[config.mk]
export PLATFORM = sky130hd
export DESIGN_NAME = fp_decode
export DESIGN_NICKNAME = d
export VERILOG_FILES = /design/src/rtl/fp_pkg.sv /design/src/rtl/fp_decode.sv
export SDC_FILE = /design/constraint.sdc
export NUM_CORES = 1
export LEC_CHECK = 0
export ABC_CLOCK_PERIOD_IN_PS = 1700
export BUFFER_PORTS_ARGS = -buffer_cell sky130_fd_sc_hd__buf_2
export CAP_MARGIN = 30
export CORE_ASPECT_RATIO = 1.1
export CORE_MARGIN = 5
export CORE_UTILIZATION = 46
export CTS_BUF_LIST = sky130_fd_sc_hd__clkbuf_16
export DETAILED_ROUTE_END_ITERATION = 10
export PLACE_DENSITY = 0.7
export SYNTH_ARGS = -nofsm -noshare
export SYNTH_HDL_FRONTEND = slang
export SYNTH_SLANG_ARGS = --single-unit
[constraint.sdc]
create_clock -name clk -period 1.7 [get_ports clk]
set_input_delay 0.085 -clock clk [delete_from_list [all_inputs] [get_ports clk]]
set_output_delay 0.085 -clock clk [all_outputs]
set_load 0.05 [all_outputs]
[src/rtl/fp_pkg.sv]
// Shared format constants and state encoding for the float <-> linear converters.
package fp_pkg;
  localparam int D_W     = 12;
  localparam int E_W     = 3;
  localparam int F_W     = 4;
  localparam int MAG_MAX = 1920;

  typedef enum logic [1:0] {IDLE, SHIFT, OUT} state_t;
endpackage

[src/rtl/fp_decode.sv]
// Expands the 8-bit S/E/F float code into a 12-bit two's-complement value,
// using one left shift per clock, with valid/ready handshakes on both sides.
module fp_decode
  import fp_pkg::*;
(
  input  logic           clk,
  input  logic           rst,
  input  logic           in_valid,
  output logic           in_ready,
  input  logic           S,
  input  logic [E_W-1:0] E,
  input  logic [F_W-1:0] F,
  output logic           out_valid,
  input  logic           out_ready,
  output logic [D_W-1:0] D
);

  state_t         state, state_nxt;
  logic           s_r, s_nxt;
  logic [E_W-1:0] cnt, cnt_nxt;
  logic [D_W-1:0] mag, mag_nxt;
  logic [D_W-1:0] d_nxt;
  logic           ov_nxt;

  assign in_ready = (state == IDLE);

  always_ff @(posedge clk) begin
    if (rst) begin
      state     <= IDLE;
      s_r       <= 1'b0;
      cnt       <= '0;
      mag       <= '0;
      D         <= '0;
      out_valid <= 1'b0;
    end else begin
      state     <= state_nxt;
      s_r       <= s_nxt;
      cnt       <= cnt_nxt;
      mag       <= mag_nxt;
      D         <= d_nxt;
      out_valid <= ov_nxt;
    end
  end

  always_comb begin
    state_nxt = state;
    s_nxt     = s_r;
    cnt_nxt   = cnt;
    mag_nxt   = mag;
    d_nxt     = D;
    ov_nxt    = out_valid;
    case (state)
      IDLE: begin
        if (in_valid) begin
          s_nxt     = S;
          cnt_nxt   = E;
          mag_nxt   = {{(D_W-F_W){1'b0}}, F};
          state_nxt = SHIFT;
        end
      end
      SHIFT: begin
        if (cnt != '0) begin
          mag_nxt = mag << 1;
          cnt_nxt = cnt - 3'd1;
        end else begin
          // 15*2^7 fits in 12 bits, and negating zero wraps back to zero.
          d_nxt     = s_r ? (~mag + 12'd1) : mag;
          ov_nxt    = 1'b1;
          state_nxt = OUT;
        end
      end
      OUT: begin
        if (out_ready) begin
          ov_nxt    = 1'b0;
          state_nxt = IDLE;
        end
      end
      default: state_nxt = IDLE;
    endcase
  end

endmodule
==> results of run 1 <==
layout make-up:
type                            count  share of cell area (%)
Clock buffer                        5                    6.60
Inverter                            5                   0.990
Multi-Input combinational cell    123                    43.9
Tap cell                           34                    2.24
Timing Repair Buffer               39                    12.8
Sequential cell                    31                    32.9
Clock inverter                      3                   0.594
Yosys cell counts, drive strengths merged:
| library cell | number | share of area, % |
|---|---|---|
| inv | 5 | 1.3 |
| clkbuf | 8 | 2.1 |
| a32oi | 1 | 0.61 |
| or4 | 2 | 1.6 |
| o21ai | 3 | 1.0 |
| xnor2 | 1 | 0.61 |
| o41ai | 3 | 2.4 |
| a21oi | 15 | 5.2 |
| nand2b | 5 | 2.2 |
| o211ai | 1 | 0.52 |
| o21bai | 1 | 0.52 |
| nor2b | 2 | 0.87 |
| o31ai | 2 | 1.0 |
| nand2 | 18 | 4.7 |
| xor2 | 8 | 4.9 |
| nor2 | 23 | 6.0 |
| mux2i | 3 | 2.1 |
| and2 | 1 | 0.44 |
| or3b | 1 | 0.61 |
| o311ai | 1 | 0.61 |
| and3b | 1 | 0.61 |
| nand3 | 8 | 2.8 |
| buf | 3 | 1.0 |
| a311oi | 3 | 1.8 |
| a211oi | 14 | 7.3 |
| a21o | 1 | 0.52 |
| ha | 3 | 2.6 |
| or2 | 1 | 0.44 |
| dfxtp | 31 | 43 |
| nor3 | 1 | 0.35 |
cell families (layout without fill, tap and decap cells):
kind of cell | after synthesis | in the layout | synth area share, %
compound gates | 45 | 45 | 21.6
xor+xnor | 9 | 9 | 5.49
fa+ha+maj | 3 | 3 | 2.61
buf+inv | 16 | 52 | 4.44
flops | 31 | 31 | 43.2
mux | 3 | 3 | 2.09
simple gates | 63 | 63 | 20.6
stage by stage:
step / cells / hold WS, ns / setup slack, ns / total power, mW
2_1_floorplan: 170 / 0.229 / 0.00183 / 1.28
3_3_place_gp: 231 / 0.316 / -0.0197 / 1.42
3_5_place_dp: 231 / 0.339 / -0.0922 / 1.44
4_1_cts: 239 / 0.0505 / 0.00342 / 2.28
5_1_grt: 240 / 0.0748 / -0.0413 / 2.42
6_report: 240 / 0.0615 / 0.0317 / 2.30
worst min-delay path, delay by kind of cell:
family                 cells  cell delay [ns]
and+or+nand+nor            1             0.08
buffers and inverters      1             0.08
muxes                      1             0.05
final timing paths:
kind | start | end | slack [ns] | cells past startpoint
worst min-delay path | S | s_r$_SDFFE_PP0P_ | 0.06 | 3
worst max register to register | mag[4]$_SDFFE_PP0P_ | D[11]$_SDFFE_PP0P_ | 0.03 | 4
worst max-delay path | mag[4]$_SDFFE_PP0P_ | D[11]$_SDFFE_PP0P_ | 0.03 | 4
worst min register to register | cnt[1]$_SDFFE_PP0P_ | cnt[1]$_SDFFE_PP0P_ | 0.46 | 2
timing repair:
item | 4_1_cts | 5_1_grt
hold endpoints to repair | 0 | 0
pin swaps | 3 | 5
cloned | 0 | 1
gates resized for setup | 4 | 14
setup endpoints to repair | 6 | 24
sequential cells by signal, summed over array words and instances, names as in the netlist:
register	flops
cnt	3
D	12
s_r	1
mag	12
state	2
out_valid	1
power by group through the flow:
stage          clock, mW  combinational (mW)  sequential [mW]
2_1_floorplan          0               0.302            0.980
3_3_place_gp           0               0.565            0.856
3_5_place_dp           0               0.576            0.861
4_1_cts            0.838               0.592            0.849
5_1_grt            0.869               0.683            0.866
6_report           0.817               0.631            0.854
metal layers:
metal | vias to the layer above | global-route usage, % | wire, µm
met3 | 5 | 6.81 | 224
met2 | 34 | 27.4 | 1570
met1 | 606 | 16.5 | 1330
met4 | 0 | 7.79 | 63
met5 | - | 0 | 0
li1 | 666 | - | -
==> run summary, run 1 <==
status - complete, no violations
Power Dens Cells - 1210 nW/µm²
Avg Synthesized Cell Area - 8.45 µm²
total gr overflow - 0
vias in the first global route - 1199
cell-internal power - 1.56 mW
Max IR drop VDD - 0.925 mV
I/O pin cnt - 26
CP Data Arrival Time - 1.86 ns
setup_tns - 0 ns
Achievable Freq - 0.599 GHz
register area - 623 µm²
final design utilization - 62.7%
Mapped Cells - 170
clk sinks - 31
share of total power in combinational logic - 27.4%
Yosys warnings - 0
crit path max fanout - 5
hold crit path type - input pin to flop
clock root cell - clkbuf_16
sw power - 0.740 mW
multi-input logic area - 832 µm²
Top delay family on crit path - simple AND/OR/NAND/NOR gates
worst rel slew slack - 60.6%
Clock Latency Late Sink - 0.28 ns
Setup Fix Bufs, Post-CTS - 0
Data required, critical path - 1.89 ns
clk slew on worst S/H paths - 0.05 ns
Post-Syn Nets - 185
worst-margin pin slew - 0.590 ns
Pre-Repair DR Iteration Count - 4
Layout area overhead - 32.0%
via count - 1311
design area - 1900 µm²
Post-Syn Area - 1440 µm²
Inserted Diodes - 0
WL/cell - 13.3 µm
Slowest-stage cell, CP - or4_4
register area share after synthesis - 43.2%
detailed router's first-iteration violation count - 42
number of library cell types mapped by synthesis - 31
Max Slew Vio Count - 0
final wirelength - 3.19 mm
Num CTS Buffers - 5
Clk pwr share - 35.5%
critical path endpoint category - flop
Die Ht - 68.6 µm
core area - 3020 µm²
endpoints failing setup - 0
Sequential Power Share - 37.1%
Final min period - 1.67 ns
CTS Hold Bufs - 0
Nets - 220
Startpoint Class - flop
chip width - 63.3 µm
most frequent cells in the layout - 29 x dfxtp_1, 26 x buf_2, 23 x nor2_1
Via density - 5.46
leakage - 0.777 nW
CTS tree - yes
number of port buffers - 25
Final Wtd Congestion - 0.758
Crit path buffers/inverters - 0
most common cell after layout, fill and taps aside - dfxtp_1
largest net degree at the start of global routing - 32
Layout Skew - 0.00323 ns
Crit path largest cell delay - 0.59 ns
overall global routing resource usage - 15.8%
row cnt - 21
hpwl dp - 2.28 mm
Final Hold Vio Count - 0
initial antenna violation count - 0
#FFs+latches synth - 31
Die Area - 4340 µm²
critical-path cell list - or4_4 -> o41ai_4 -> xor2_1 -> a211oi_1
fin crit share - 98.1%
fraction of layout cells with a size suffix above 1 - 29.1%
unrepaired setup endpoints after global routing - yes
fillers - 247
first-pass GRT wire length - 5.26 mm
clock tree buffer depth - 2
Crit Path Category - flop to flop
Initial Utilization - 47.5%
Antenna Violating Nets Remaining - 0
placed cell areas - 1670 µm²
max_cap viols - 0
Switching Fraction - 32.1%
H-tree Lvls - 2
Residual DRC - 0
Power figures use the tool's default switching activity.
==> inputs of run 2 (changes only) <==
- ABC_CLOCK_PERIOD_IN_PS: 1700 -> 1420
- CORE_UTILIZATION: 46 -> 49
- PLACE_DENSITY: 0.7 -> 0.74
- SLEW_MARGIN: not set -> 20
- clock period: 1.7 -> 1.42 ns (I/O delays scaled with it)
==> run 2 against run 1 <==
Net effect: the run now ends with setup timing left; hold slack lost 0.022 ns; sequential share of layout area fell by 3.3 points; clock skew is essentially flat; highest routed layer unchanged.
==> run summary, run 2 (synthesis results as in run 1) <==
Antenna Violating Nets Remaining - 0
Num CTS Buffers - 5
Final Wtd Congestion - 0.756
leakage - 0.866 nW
worst rel slew slack - 63.0%
Clock Latency Late Sink - 0.27 ns
Initial Utilization - 51.3%
dpl ws - -0.242 ns
largest net degree at the start of global routing - 32
HP Start - S
most frequent cells in the layout - 26 x buf_2, 22 x dfxtp_1, 21 x nor2_1
clk sinks - 31
Layout area overhead - 48.7%
endpoints failing setup - 22
fraction of layout cells with a size suffix above 1 - 46.5%
critical-path cell list - or4_4 -> o41ai_4 -> xor2_1 -> a211oi_1
vias in the first global route - 1385
CP Data Arrival Time - 1.77 ns
CTS tree - yes
initial antenna violation count - 0
Residual DRC - 0
core area - 2800 µm²
final design utilization - 76.2%
register area - 632 µm²
overall global routing resource usage - 19.7%
total power - 2.92 mW
total gr overflow - 0
FF-to-FF Start - mag[5]$_SDFFE_PP0P_
Data required, critical path - 1.55 ns
Max Slew Vio Count - 0
Worst setup startpoint - mag[5]$_SDFFE_PP0P_
clock root cell - clkbuf_16
crit path max fanout - 5
unrepaired setup endpoints after global routing - yes
dpl cells - 238
Inserted Diodes - 0
max_cap viols - 0
hold crit path type - input pin to flop
fin crit share - 115%
most common cell after layout, fill and taps aside - buf_2
hpwl dp - 2.54 mm
multi-input logic area - 943 µm²
CTS Hold Bufs - 0
clock tree buffer depth - 2
chip width - 61.6 µm
H-tree Lvls - 2
Crit path largest cell delay - 0.59 ns
Layout Skew - 0.00342 ns
Max IR drop VDD - 1.29 mV
placed cell areas - 1830 µm²
row cnt - 20
I/O pin cnt - 26
critical path endpoint category - flop
Crit Path Category - flop to flop
Die Area - 4120 µm²
detailed router's first-iteration violation count - 43
Achievable Freq - 0.611 GHz
Largest regs - D x12, mag x12, cnt x3
number of port buffers - 25
status - finished with violations
final wirelength - 3.60 mm
via count - 1410
WL/cell - 14.4 µm
final worst slack - -0.218 ns
Die Ht - 66.8 µm
Final Hold Vio Count - 0
Final min period - 1.64 ns
design area - 2140 µm²
Nets - 232
worst-margin pin slew - 0.555 ns
final std cells w/o fill - 250
Via density - 5.64
first-pass GRT wire length - 5.87 mm
Power Dens Cells - 1370 nW/µm²
failing checks - setup timing
Pre-Repair DR Iteration Count - 5
Slowest-stage cell, CP - or4_4
Startpoint Class - flop
clk slew on worst S/H paths - 0.05 ns
fillers - 208
## run 2: changes by cell type in the layout (fill, tap and decap cells not counted), moves of 3 or more
cell / before / now
buf_4: 9 / 18
nand2_2: 0 / 8
nand3_1: 8 / 3
dfxtp_1: 29 / 22
inv_1: 6 / 3
nand2_1: 18 / 10
nand3_2: 0 / 5
dfxtp_2: 2 / 9
## run 2: path summary, 6_finish.rpt
| kind | slack, ns | to | depth (start not counted) |
|---|---|---|---|
| worst max-delay path | -0.22 | D[10]$_SDFFE_PP0P_ | 4 |
| worst min-delay path | 0.04 | s_r$_SDFFE_PP0P_ | 3 |
| worst max register to register | -0.22 | D[10]$_SDFFE_PP0P_ | 4 |
| worst min register to register | 0.46 | cnt[1]$_SDFFE_PP0P_ | 2 |
## run 2: metrics by stage
stage,TNS (ns),hold slack (ns)
after global placement,-1.43,0.300
final,-1.97,0.0395
after detailed placement,-2.28,0.325
after CTS,-1.85,0.0423
after global routing,-3.56,0.0764
after floorplan,-0.656,0.215
## run 2: worst max-delay path: cells and delay by family (launching register included)
family	cells	cell delay (ns)
flops	1	0.31
simple gates	1	0.59
xor+xnor	1	0.18
compound gates	2	0.41
## run 2: final cells by class
type / instances / share of cell area, %
inverters: 5 / 0.879
clock inverters: 2 / 0.410
well taps: 33 / 1.93
multi-input cells: 123 / 44.2
clock buffers: 5 / 5.86
flip-flops and latches: 31 / 29.6
repair buffers: 51 / 17.2
## run 2: repair_timing
item	in CTS	in global routing
endpoints found under the setup margin	22	27
pin swaps	23	8
endpoints found under the hold margin	0	0
setup buffers	0	2
gates resized for setup	24	7
cloned	1	2
## run 2: power breakdown
group	switching, mW	total (mW)	internal [mW]
logic	0.548	0.941	0.394
clock network	0.339	0.965	0.626
registers	0.0566	1.02	0.959
total	0.944	2.92	1.98
## run 2: layer usage
layer | vias up | routed length [µm] | global-route usage, %
met5 | - | 0 | 0
met4 | 0 | 93 | 9.55
met3 | 8 | 174 | 6.98
met2 | 32 | 1950 | 34.4
met1 | 677 | 1390 | 20.1
li1 | 693 | - | -
==> inputs of run 3 (changes only) <==
- CORE_UTILIZATION: 49 -> 40
- CTS_CLUSTER_SIZE: not set -> 10
- PLACE_DENSITY: 0.74 -> not set
==> run 3 against run 2 <==
Net effect: the run still ends with setup timing left; sequential cell count is the same; final cell count is 7.6% higher; clock-buffer cell count stayed put; utilization shrank 9.6 points; sequential power barely moved; sequential share of layout area fell by 1.8 points; fmax rose by 1.2%; total power grew 2.3%; die area grew 19%; via count is 1.1% lower; largest cell class unchanged.
==> run summary, run 3 (synthesis results as in run 1) <==
global routing usage on met1 - 15.2%
first-pass GRT wire length - 5.80 mm
Antenna Violating Nets Remaining - 0
placed cell areas - 1870 µm²
fillers - 293
Largest regs - D x12, mag x12, cnt x3
hold crit path type - input pin to flop
critical path endpoint category - flop
row cnt - 22
largest net degree at the start of global routing - 23
Data required, critical path - 1.60 ns
clk sinks - 31
total gr overflow - 0
Initial Utilization - 42.1%
Power Dens Cells - 1320 nW/µm²
Clock Latency Late Sink - 0.27 ns
design area - 2270 µm²
chip width - 67.1 µm
vias in the first global route - 1372
Startpoint Class - flop
Max IR drop VDD - 0.750 mV
H-tree Lvls - 2
clock root cell - clkbuf_16
number of port buffers - 25
max_cap viols - 0
Layout Skew - 0.00640 ns
most common cell after layout, fill and taps aside - buf_2
Inserted Diodes - 0
Final min period - 1.62 ns
unrepaired setup endpoints after global routing - yes
final wirelength - 3.58 mm
Nets - 237
Crit Path Category - flop to flop
fraction of layout cells with a size suffix above 1 - 54.3%
clock tree buffer depth - 2
total power - 2.99 mW
worst-margin pin slew - 0.508 ns
Pre-Repair DR Iteration Count - 4
Via density - 5.19
I/O pin cnt - 26
most frequent cells in the layout - 25 x buf_2, 22 x dfxtp_1, 21 x nor2_1, 21 x buf_4, 14 x nand2_1
Top Usage Layer GRT - met2
WL/cell - 13.3 µm
Final Hold Vio Count - 0
status - finished with violations
final design utilization - 66.6%
Max Slew Vio Count - 0
overall global routing resource usage - 15.5%
detailed router's first-iteration violation count - 36
met3 global-route usage - 5.08%
Layout area overhead - 58.2%
CP Data Arrival Time - 1.80 ns
met2 usage - 29.8%
Num CTS Buffers - 5
initial antenna violation count - 0
dpl ws - -0.178 ns
hpwl dp - 2.46 mm
Residual DRC - 0
fin crit share - 114%
endpoints failing setup - 22
Final Wtd Congestion - 0.788
core area - 3410 µm²
failing checks - setup timing
CTS tree - yes
Achievable Freq - 0.618 GHz
crit path max fanout - 4
Die Area - 4890 µm²
final worst slack - -0.198 ns
worst rel slew slack - 66.1%
via count - 1395
leakage - 0.896 nW
Die Ht - 72.9 µm
clk slew on worst S/H paths - 0.05 ns
## run 3: changes by cell type in the layout (fill, tap and decap cells not counted), sizes merged
cell,delta
clkbuf,-1
inv,+1
clkinv,-2
buf,+6
## run 3: worst max-delay path, cell delays in order (launching register included)
cell      delay (ns)
dfxtp_2         0.32
inv_2           0.07
ha_4            0.12
or3b_4          0.43
o31ai_4         0.25
xor2_1          0.11
a211oi_2        0.23
## run 3: where the power goes
group / switching, mW / internal (mW)
clock: 0.326 / 0.619
combinational: 0.581 / 0.446
sequential: 0.0579 / 0.959
## run 3: layer usage
layer	part of all wire [%]	vias up
li1	-	705
met1	38	658
met2	55	26
met3	4.7	6
met4	1.4	0
met5	0	-
## run 3: metrics by stage
step,setup TNS [ns],std cells,hold WS [ns]
2_1_floorplan,-0.656,170,0.215
3_3_place_gp,-1.45,254,0.298
3_5_place_dp,-1.76,254,0.324
4_1_cts,-1.95,266,0.0399
5_1_grt,-3.62,269,0.0550
6_report,-2.06,269,0.0394
## run 3: repair_timing
item	in CTS	in global routing
endpoints found under the setup margin	27	27
pin swaps	29	16
resized for setup	31	21
hold buffers	0	0
cloned	1	0
buffers inserted	5	5
## run 3: worst paths after layout
kind                                             to  slack [ns]  depth (start not counted)                start
worst max-delay path              D[6]$_SDFFE_PP0P_       -0.20                          6  mag[0]$_SDFFE_PP0P_
worst min-delay path               s_r$_SDFFE_PP0P_        0.04                          3                    S
worst max register to register    D[6]$_SDFFE_PP0P_       -0.20                          6  mag[0]$_SDFFE_PP0P_
worst min register to register  cnt[1]$_SDFFE_PP0P_        0.46                          2  cnt[1]$_SDFFE_PP0P_
## run 3: layout make-up
cell class	count	area [µm²]	area share, %
clock buffer	5	125	5.51
timing repair buffer	56	413	18.2
inverter	5	18.8	0.826
clock inverter	1	3.75	0.165
multi-input combinational	123	1020	44.9
tap	48	60.1	2.64
sequential	31	632	27.8
